### src/rtl/prog_loader_if.sv
// Byte-stream and write-port bundle between the host, the loader and the accelerator core.
// The loader connects through the slave modport; the host/core side uses master.
interface prog_loader_if #(
    parameter int INSTR_W      = 32,
    parameter int INSTR_ADDR_W = 4,
    parameter int MEM_ADDR_W   = 5,
    parameter int DATA_W       = 8
);
    logic [7:0]              in_data;
    logic                    in_valid;
    logic                    in_ready;
    logic                    instr_we;
    logic [INSTR_ADDR_W-1:0] instr_addr;
    logic [INSTR_W-1:0]      instr_wdata;
    logic                    mem_we;
    logic [MEM_ADDR_W-1:0]   mem_addr;
    logic [DATA_W-1:0]       mem_wdata;
    logic                    acc_start;
    logic                    acc_halted;
    logic                    busy;
    logic                    err;

    modport master (
        output in_data, in_valid, acc_halted,
        input  in_ready, instr_we, instr_addr, instr_wdata, mem_we, mem_addr,
               mem_wdata, acc_start, busy, err
    );

    modport slave (
        input  in_data, in_valid, acc_halted,
        output in_ready, instr_we, instr_addr, instr_wdata, mem_we, mem_addr,
               mem_wdata, acc_start, busy, err
    );
endinterface

### src/rtl/prog_loader.sv
// Packet decoder that loads instruction store / data memory from a byte stream and launches the core.
// Optional trailing checksum byte on load packets: define LOADER_CHECKSUM_EN.
//
// state     | meaning
// S_IDLE    | waiting for a command byte
// S_ADDR    | expecting the start address byte
// S_COUNT   | expecting the word/byte count
// S_PAYLOAD | receiving payload bytes, issuing writes
// S_CSUM    | expecting the checksum byte (LOADER_CHECKSUM_EN only)
// S_RUN     | core running, input blocked until acc_halted
module prog_loader #(
    parameter int INSTR_W      = 32,
    parameter int INSTR_ADDR_W = 4,
    parameter int MEM_ADDR_W   = 5,
    parameter int DATA_W       = 8
) (
    input  logic        clk,
    input  logic        rst,
    prog_loader_if.slave bus
);
    localparam int BYTES  = INSTR_W / 8;
    localparam int BIDX_W = (BYTES > 1) ? $clog2(BYTES) : 1;

    typedef enum logic [2:0] {
        S_IDLE,
        S_ADDR,
        S_COUNT,
        S_PAYLOAD,
`ifdef LOADER_CHECKSUM_EN
        S_CSUM,
`endif
        S_RUN
    } state_t;

`ifdef LOADER_CHECKSUM_EN
    localparam state_t S_AFTER = S_CSUM;
`else
    localparam state_t S_AFTER = S_IDLE;
`endif

    state_t              state, state_nxt;
    logic                err_r;
    logic                is_instr;
    logic [7:0]          ptr;
    logic [7:0]          cnt;
    logic [BIDX_W-1:0]   bidx;
    logic [INSTR_W-1:0]  word_sr;
    logic [INSTR_W-1:0]  word_nxt;
`ifdef LOADER_CHECKSUM_EN
    logic [7:0]          csum;
`endif

    logic accept, word_done, pay_last;
    logic wr_mem, wr_instr, do_start, set_err, clr_err;

    assign accept    = bus.in_valid && bus.in_ready;
    assign word_done = is_instr ? (bidx == BIDX_W'(BYTES - 1)) : 1'b1;
    assign pay_last  = word_done && (cnt == 8'd1);
    assign word_nxt  = (word_sr << 8) | INSTR_W'(bus.in_data);
    assign bus.err   = err_r;

    always_ff @(posedge clk) begin
        if (rst) state <= S_IDLE;
        else     state <= state_nxt;
    end

    always_comb begin
        state_nxt = state;
        case (state)
            S_IDLE: if (accept) begin
                if (bus.in_data == 8'h01 || bus.in_data == 8'h02) state_nxt = S_ADDR;
                else if (bus.in_data == 8'h03 && !err_r)           state_nxt = S_RUN;
            end
            S_ADDR:    if (accept) state_nxt = S_COUNT;
            S_COUNT:   if (accept) state_nxt = (bus.in_data == 8'd0) ? S_AFTER : S_PAYLOAD;
            S_PAYLOAD: if (accept && pay_last) state_nxt = S_AFTER;
`ifdef LOADER_CHECKSUM_EN
            S_CSUM:    if (accept) state_nxt = S_IDLE;
`endif
            S_RUN:     if (bus.acc_halted) state_nxt = S_IDLE;
            default:   state_nxt = S_IDLE;
        endcase
    end

    always_comb begin
        wr_mem   = accept && (state == S_PAYLOAD) && !is_instr;
        wr_instr = accept && (state == S_PAYLOAD) && is_instr && word_done;
        do_start = accept && (state == S_IDLE) && (bus.in_data == 8'h03) && !err_r;
        clr_err  = accept && (state == S_IDLE) && (bus.in_data == 8'h04);
        set_err  = accept && (state == S_IDLE) &&
                   !(bus.in_data inside {8'h01, 8'h02, 8'h03, 8'h04});
`ifdef LOADER_CHECKSUM_EN
        if (accept && (state == S_CSUM) && (bus.in_data != csum)) set_err = 1'b1;
`endif
    end

    always_ff @(posedge clk) begin
        if (rst) begin
            bus.in_ready    <= 1'b1;
            bus.busy        <= 1'b0;
            bus.instr_we    <= 1'b0;
            bus.instr_addr  <= '0;
            bus.instr_wdata <= '0;
            bus.mem_we      <= 1'b0;
            bus.mem_addr    <= '0;
            bus.mem_wdata   <= '0;
            bus.acc_start   <= 1'b0;
            err_r           <= 1'b0;
            is_instr        <= 1'b0;
            ptr             <= '0;
            cnt             <= '0;
            bidx            <= '0;
            word_sr         <= '0;
`ifdef LOADER_CHECKSUM_EN
            csum            <= '0;
`endif
        end else begin
            bus.in_ready  <= (state_nxt != S_RUN);
            bus.busy      <= (state_nxt != S_IDLE);
            bus.instr_we  <= wr_instr;
            bus.mem_we    <= wr_mem;
            bus.acc_start <= do_start;
            if (set_err)      err_r <= 1'b1;
            else if (clr_err) err_r <= 1'b0;

            if (accept) begin
`ifdef LOADER_CHECKSUM_EN
                csum <= (state == S_IDLE) ? bus.in_data : (csum ^ bus.in_data);
`endif
                case (state)
                    S_IDLE:  is_instr <= (bus.in_data == 8'h01);
                    S_ADDR:  ptr <= bus.in_data;
                    S_COUNT: begin
                        cnt  <= bus.in_data;
                        bidx <= '0;
                    end
                    S_PAYLOAD: begin
                        if (is_instr) begin
                            word_sr <= word_nxt;
                            bidx    <= word_done ? '0 : bidx + 1'b1;
                            if (word_done) begin
                                cnt             <= cnt - 8'd1;
                                ptr             <= ptr + 8'd1;
                                bus.instr_addr  <= ptr[INSTR_ADDR_W-1:0];
                                bus.instr_wdata <= word_nxt;
                            end
                        end else begin
                            cnt           <= cnt - 8'd1;
                            ptr           <= ptr + 8'd1;
                            bus.mem_addr  <= ptr[MEM_ADDR_W-1:0];
                            bus.mem_wdata <= DATA_W'(bus.in_data);
                        end
                    end
                    default: ;
                endcase
            end
        end
    end
endmodule

### src/flat_wrapper.sv
// flat-port wrapper written by rule: the top's interface ports become plain ports
module prog_loader_flat 
#(
    parameter int INSTR_W      = 32,
    parameter int INSTR_ADDR_W = 4,
    parameter int MEM_ADDR_W   = 5,
    parameter int DATA_W       = 8
)
  (clk, rst, bus_in_data, bus_in_valid, bus_acc_halted, bus_in_ready, bus_instr_we, bus_instr_addr, bus_instr_wdata, bus_mem_we, bus_mem_addr, bus_mem_wdata, bus_acc_start, bus_busy, bus_err);
  prog_loader_if #(.INSTR_W(INSTR_W), .INSTR_ADDR_W(INSTR_ADDR_W), .MEM_ADDR_W(MEM_ADDR_W), .DATA_W(DATA_W)) bus_i ();
  input  logic clk;
  input  logic rst;
  input wire logic [$bits(bus_i.in_data)-1:0] bus_in_data;
  input wire logic [$bits(bus_i.in_valid)-1:0] bus_in_valid;
  input wire logic [$bits(bus_i.acc_halted)-1:0] bus_acc_halted;
  output wire logic [$bits(bus_i.in_ready)-1:0] bus_in_ready;
  output wire logic [$bits(bus_i.instr_we)-1:0] bus_instr_we;
  output wire logic [$bits(bus_i.instr_addr)-1:0] bus_instr_addr;
  output wire logic [$bits(bus_i.instr_wdata)-1:0] bus_instr_wdata;
  output wire logic [$bits(bus_i.mem_we)-1:0] bus_mem_we;
  output wire logic [$bits(bus_i.mem_addr)-1:0] bus_mem_addr;
  output wire logic [$bits(bus_i.mem_wdata)-1:0] bus_mem_wdata;
  output wire logic [$bits(bus_i.acc_start)-1:0] bus_acc_start;
  output wire logic [$bits(bus_i.busy)-1:0] bus_busy;
  output wire logic [$bits(bus_i.err)-1:0] bus_err;
  assign bus_i.in_data = bus_in_data;
  assign bus_i.in_valid = bus_in_valid;
  assign bus_i.acc_halted = bus_acc_halted;
  assign bus_in_ready = bus_i.in_ready;
  assign bus_instr_we = bus_i.instr_we;
  assign bus_instr_addr = bus_i.instr_addr;
  assign bus_instr_wdata = bus_i.instr_wdata;
  assign bus_mem_we = bus_i.mem_we;
  assign bus_mem_addr = bus_i.mem_addr;
  assign bus_mem_wdata = bus_i.mem_wdata;
  assign bus_acc_start = bus_i.acc_start;
  assign bus_busy = bus_i.busy;
  assign bus_err = bus_i.err;
  prog_loader #(.INSTR_W(INSTR_W), .INSTR_ADDR_W(INSTR_ADDR_W), .MEM_ADDR_W(MEM_ADDR_W), .DATA_W(DATA_W)) u_core (.clk(clk), .rst(rst), .bus(bus_i));
endmodule
### config.mk
export PLATFORM = sky130hd
export DESIGN_NAME = prog_loader_flat
export DESIGN_NICKNAME = d
export VERILOG_FILES = /design/src/rtl/prog_loader_if.sv /design/src/rtl/prog_loader.sv /design/src/flat_wrapper.sv
export SDC_FILE = /design/constraint.sdc
export NUM_CORES = 1
export LEC_CHECK = 0
export ABC_AREA = 1
export CAP_MARGIN = 20
export CORE_MARGIN = 5
export CORE_UTILIZATION = 57
export DETAILED_ROUTE_END_ITERATION = 16
export PLACE_DENSITY = 0.85
export RECOVER_POWER = 100
export SLEW_MARGIN = 40
export SYNTH_ARGS = -nofsm -noshare
export SYNTH_HDL_FRONTEND = slang
export SYNTH_SLANG_ARGS = --single-unit
### constraint.sdc
create_clock -name clk -period 2.2 [get_ports clk]
set_clock_uncertainty 0.1 [all_clocks]
set_input_delay 0.22 -clock clk [delete_from_list [all_inputs] [get_ports clk]]
set_output_delay 0.22 -clock clk [all_outputs]
set_load 0.05 [all_outputs]
==> summary.md <==
| Metric | Value |
|---|---|
| Outcome | `finished clean` |
| First-pass GRT wire length | `17.0 mm` |
| CP Buf/Inv Count | `1` |
| Final ANT Viol Nets | `0` |
| Worst setup path startpoint | `u_core.bus.in_ready$_SDFF_PP1_` |
| Post-route setup TNS | `0 ps` |
| Post-CTS Setup Inserts | `0` |
| Worst-path fanout max | `3` |
| Reg2reg path depth | `7` |
| Startpoint types | `flop` |
| Diodes inserted | `0` |
| Fin cells | `681` |
| P_int | `2380 uW` |
| Minimum clock period | `1950 ps` |
| Reg area | `0.00196 mm^2` |
| CP Data Arrival Time | `1630 ps` |
| Commonest non-fill, non-tap cell in the layout | `nand2_1` |
| CTS tree | `yes` |
| Mean routed wirelength per cell | `15.1 um` |
| Syn. warnings | `0` |
| CP Class | `flop to output pin` |
| P_leak | `0.00205 uW` |
| Clock Path Buffers | `2` |
| Clock-pin slew on the worst setup and hold paths | `100 ps` |
| CP max-delay cell | `dlygate4sd3_1` |
| Yosys reg bits | `98` |
| Combinational power share | `0.043` |
| Yosys cell types | `29` |
| Detailed placer's ending HPWL | `7.21 mm` |
| Top Ports | `67` |
| Final count of hold timing violations | `0` |
| H-tree Lvls | `3` |
| Sink Count | `98` |
| Max-cap violations | `0` |
| Post-CTS Resized | `0` |
| Vias | `3,780` |
| Worst-Margin Slew | `568 ps` |
| Initial DRT Pass Iterations | `5` |
| Total Wirelength | `10.3 mm` |
| Launch point of the worst reg-to-reg path | `u_core.state[2]$_SDFF_PP0_` |
| Worst hold stages | `4` |
| Hold path start | `rst` |
| Final setup fails | `0` |
| Hold EP | `u_core.bus.err$_SDFFE_PP0P_` |
| Clock latency on the worst-skew pair | `360 ps` |
| Die area | `0.00872 mm^2` |
| Area of the mapped netlist | `0.00396 mm^2` |
| Starting Density | `0.583` |
| Psw | `781 uW` |
| Total gr overflow | `0` |
| Pwr dens | `646 mW/mm^2` |
| Area Overhead vs Synth | `23.2%` |
| Hold_buf cts | `0` |
| Sw Ratio | `0.248` |
| CP peak stage delay | `890 ps` |
| Flop pwr share | `0.563` |
| Ranking of synthesized cells by area | `dfxtp_1 (49%), a21oi_1 (9.6%), nand2_1 (9.1%), nand3_1 (8.7%), o21ai_0 (3.8%)` |
| Die width | `93.4 um` |
| Cells after Synth | `518` |
| Clock buffer count from CTS | `9` |
| Worst Setup End Kind | `output pin` |
| CP delay by family, top | `buffers and inverters` |
| Port Buf Inserts | `66` |
| Max-slew headroom | `0.621` |
| Most frequent cells in the layout | `nand2_1 (99), dfxtp_1 (98), a21oi_1 (77)` |
| Overall power | `3160 uW` |
| Worst R2R Setup Slack | `310 ps` |
| Floorplan row count | `30` |
| Largest net degree at the start of global routing | `55` |
| Antenna violations before repair | `0` |
| Proportion of netlist area held by the largest area contributor | `0.495` |
| Vias per Instance | `5.55` |
| GPL Wtd Cong | `0.904` |
| DRC | `0` |
| Syn nets | `534` |
| Post-layout net count | `596` |
| RSZ-0062 raised after global routing | `false` |
| Fillers | `566` |
| Final Max Slew Viols | `0` |
| Layout cells sized above 1 | `0.0632` |
| GRT Util Overall | `0.244` |
| Area leader, netlist | `dfxtp_1` |
| Clock network fraction of total power | `0.394` |
| Fmax | `513 MHz` |
| Worst vdd ir | `452 uV` |
| Util after Layout | `0.719` |
| Root buf cell | `clkbuf_8` |
| Worst path cell trace | `dlygate4sd3_1` |
| Placed Cells | `665` |
| Worst EP required | `1880 ps` |
| Vias in the first global route | `3,578` |
| Worst hold path type | `primary input to flop` |
| Seq/Total Area, Yosys | `0.495` |
| Crit share post-route | `0.886` |
| Initial DRC count | `306` |
| Area of the multi-input gates | `0.00164 mm^2` |
| Mean post-synth cell area | `7.65 um^2` |
| Reg-to-reg endpoint | `u_core.bus.instr_wdata[10]$_SDFFE_PP0P_` |
| CORE AREA | `0.00679 mm^2` |
| Die H | `93.4 um` |
state kept, by name, indices dropped and copies added, names as in the netlist, 2 cells and up:
register                cells
u_core.bus.mem_wdata        8
u_core.bidx                 2
u_core.word_sr             24
u_core.cnt                  8
u_core.state                3
u_core.bus.mem_addr         5
u_core.bus.instr_wdata     32
u_core.ptr                  5
u_core.bus.instr_addr       4
how the worst max path moves through the flow:
| stage | end | cells after the start |
|---|---|---|
| 2_1_floorplan | u_core.bus.instr_wdata[21]$_SDFFE_PP0P_ | 8 |
| 6_report | bus_in_ready | 1 |
| 5_1_grt | u_core.bus.instr_wdata[0]$_SDFFE_PP0P_ | 7 |
| 3_5_place_dp | u_core.bus.instr_wdata[22]$_SDFFE_PP0P_ | 8 |
| 3_3_place_gp | u_core.cnt[6]$_SDFFE_PP0P_ | 8 |
| 4_1_cts | bus_in_ready | 1 |
logic make-up after synthesis:
group | after synthesis | share of synthesized area
buffers and inverters | 74 | 0.0818
AO/OA/AOI/OAI | 124 | 0.159
adder cells (fa/ha/maj) | 4 | 0.0126
XOR/XNOR | 4 | 0.00884
AND/OR/NAND/NOR | 214 | 0.243
flip-flops | 98 | 0.495
synthesized netlist by cell type (all sizes together):
cell type    n
a21oi       77
clkbuf      11
buf         18
nand2      101
xnor2        2
o21ai       46
nor3         3
o211a        1
nor2        32
nand4        5
xor2         2
ha           4
inv         45
dfxtp       98
nand3       72
nand3b       1
stage by stage:
step                      setup WS [ps]  area [um^2]  hold slack (ps)
final                               252         4880              223
after global routing                151         4880              253
after detailed placement            169         4700              356
after floorplan                     442         3960              275
after global placement              229         4700              347
after CTS                           293         4920              215
final cells by class:
type | instances | area share
well taps | 96 | 0.0246
clock inverters | 7 | 0.0195
inverters | 45 | 0.0351
repair buffers | 80 | 0.157
clock buffers | 9 | 0.0254
multi-input cells | 346 | 0.337
flip-flops and latches | 98 | 0.402
layer usage:
| layer | global-route usage | wire length [um] | up-vias |
|---|---|---|---|
| met2 | 0.392 | 4920 | 147 |
| met3 | 0.0370 | 626 | 32 |
| li1 | - | - | 1848 |
| met1 | 0.314 | 4320 | 1753 |
| met5 | 0 | 0 | - |
| met4 | 0.132 | 393 | 0 |
power groups by stage:
stage	logic, uW	registers [uW]	clock network, uW
floorplan	64.2	1820	0
global placement	134	1820	0
detailed placement	135	1820	0
CTS	136	1780	1260
global route	145	1780	1340
finish	135	1780	1240
Power figures use the tool's default switching activity.
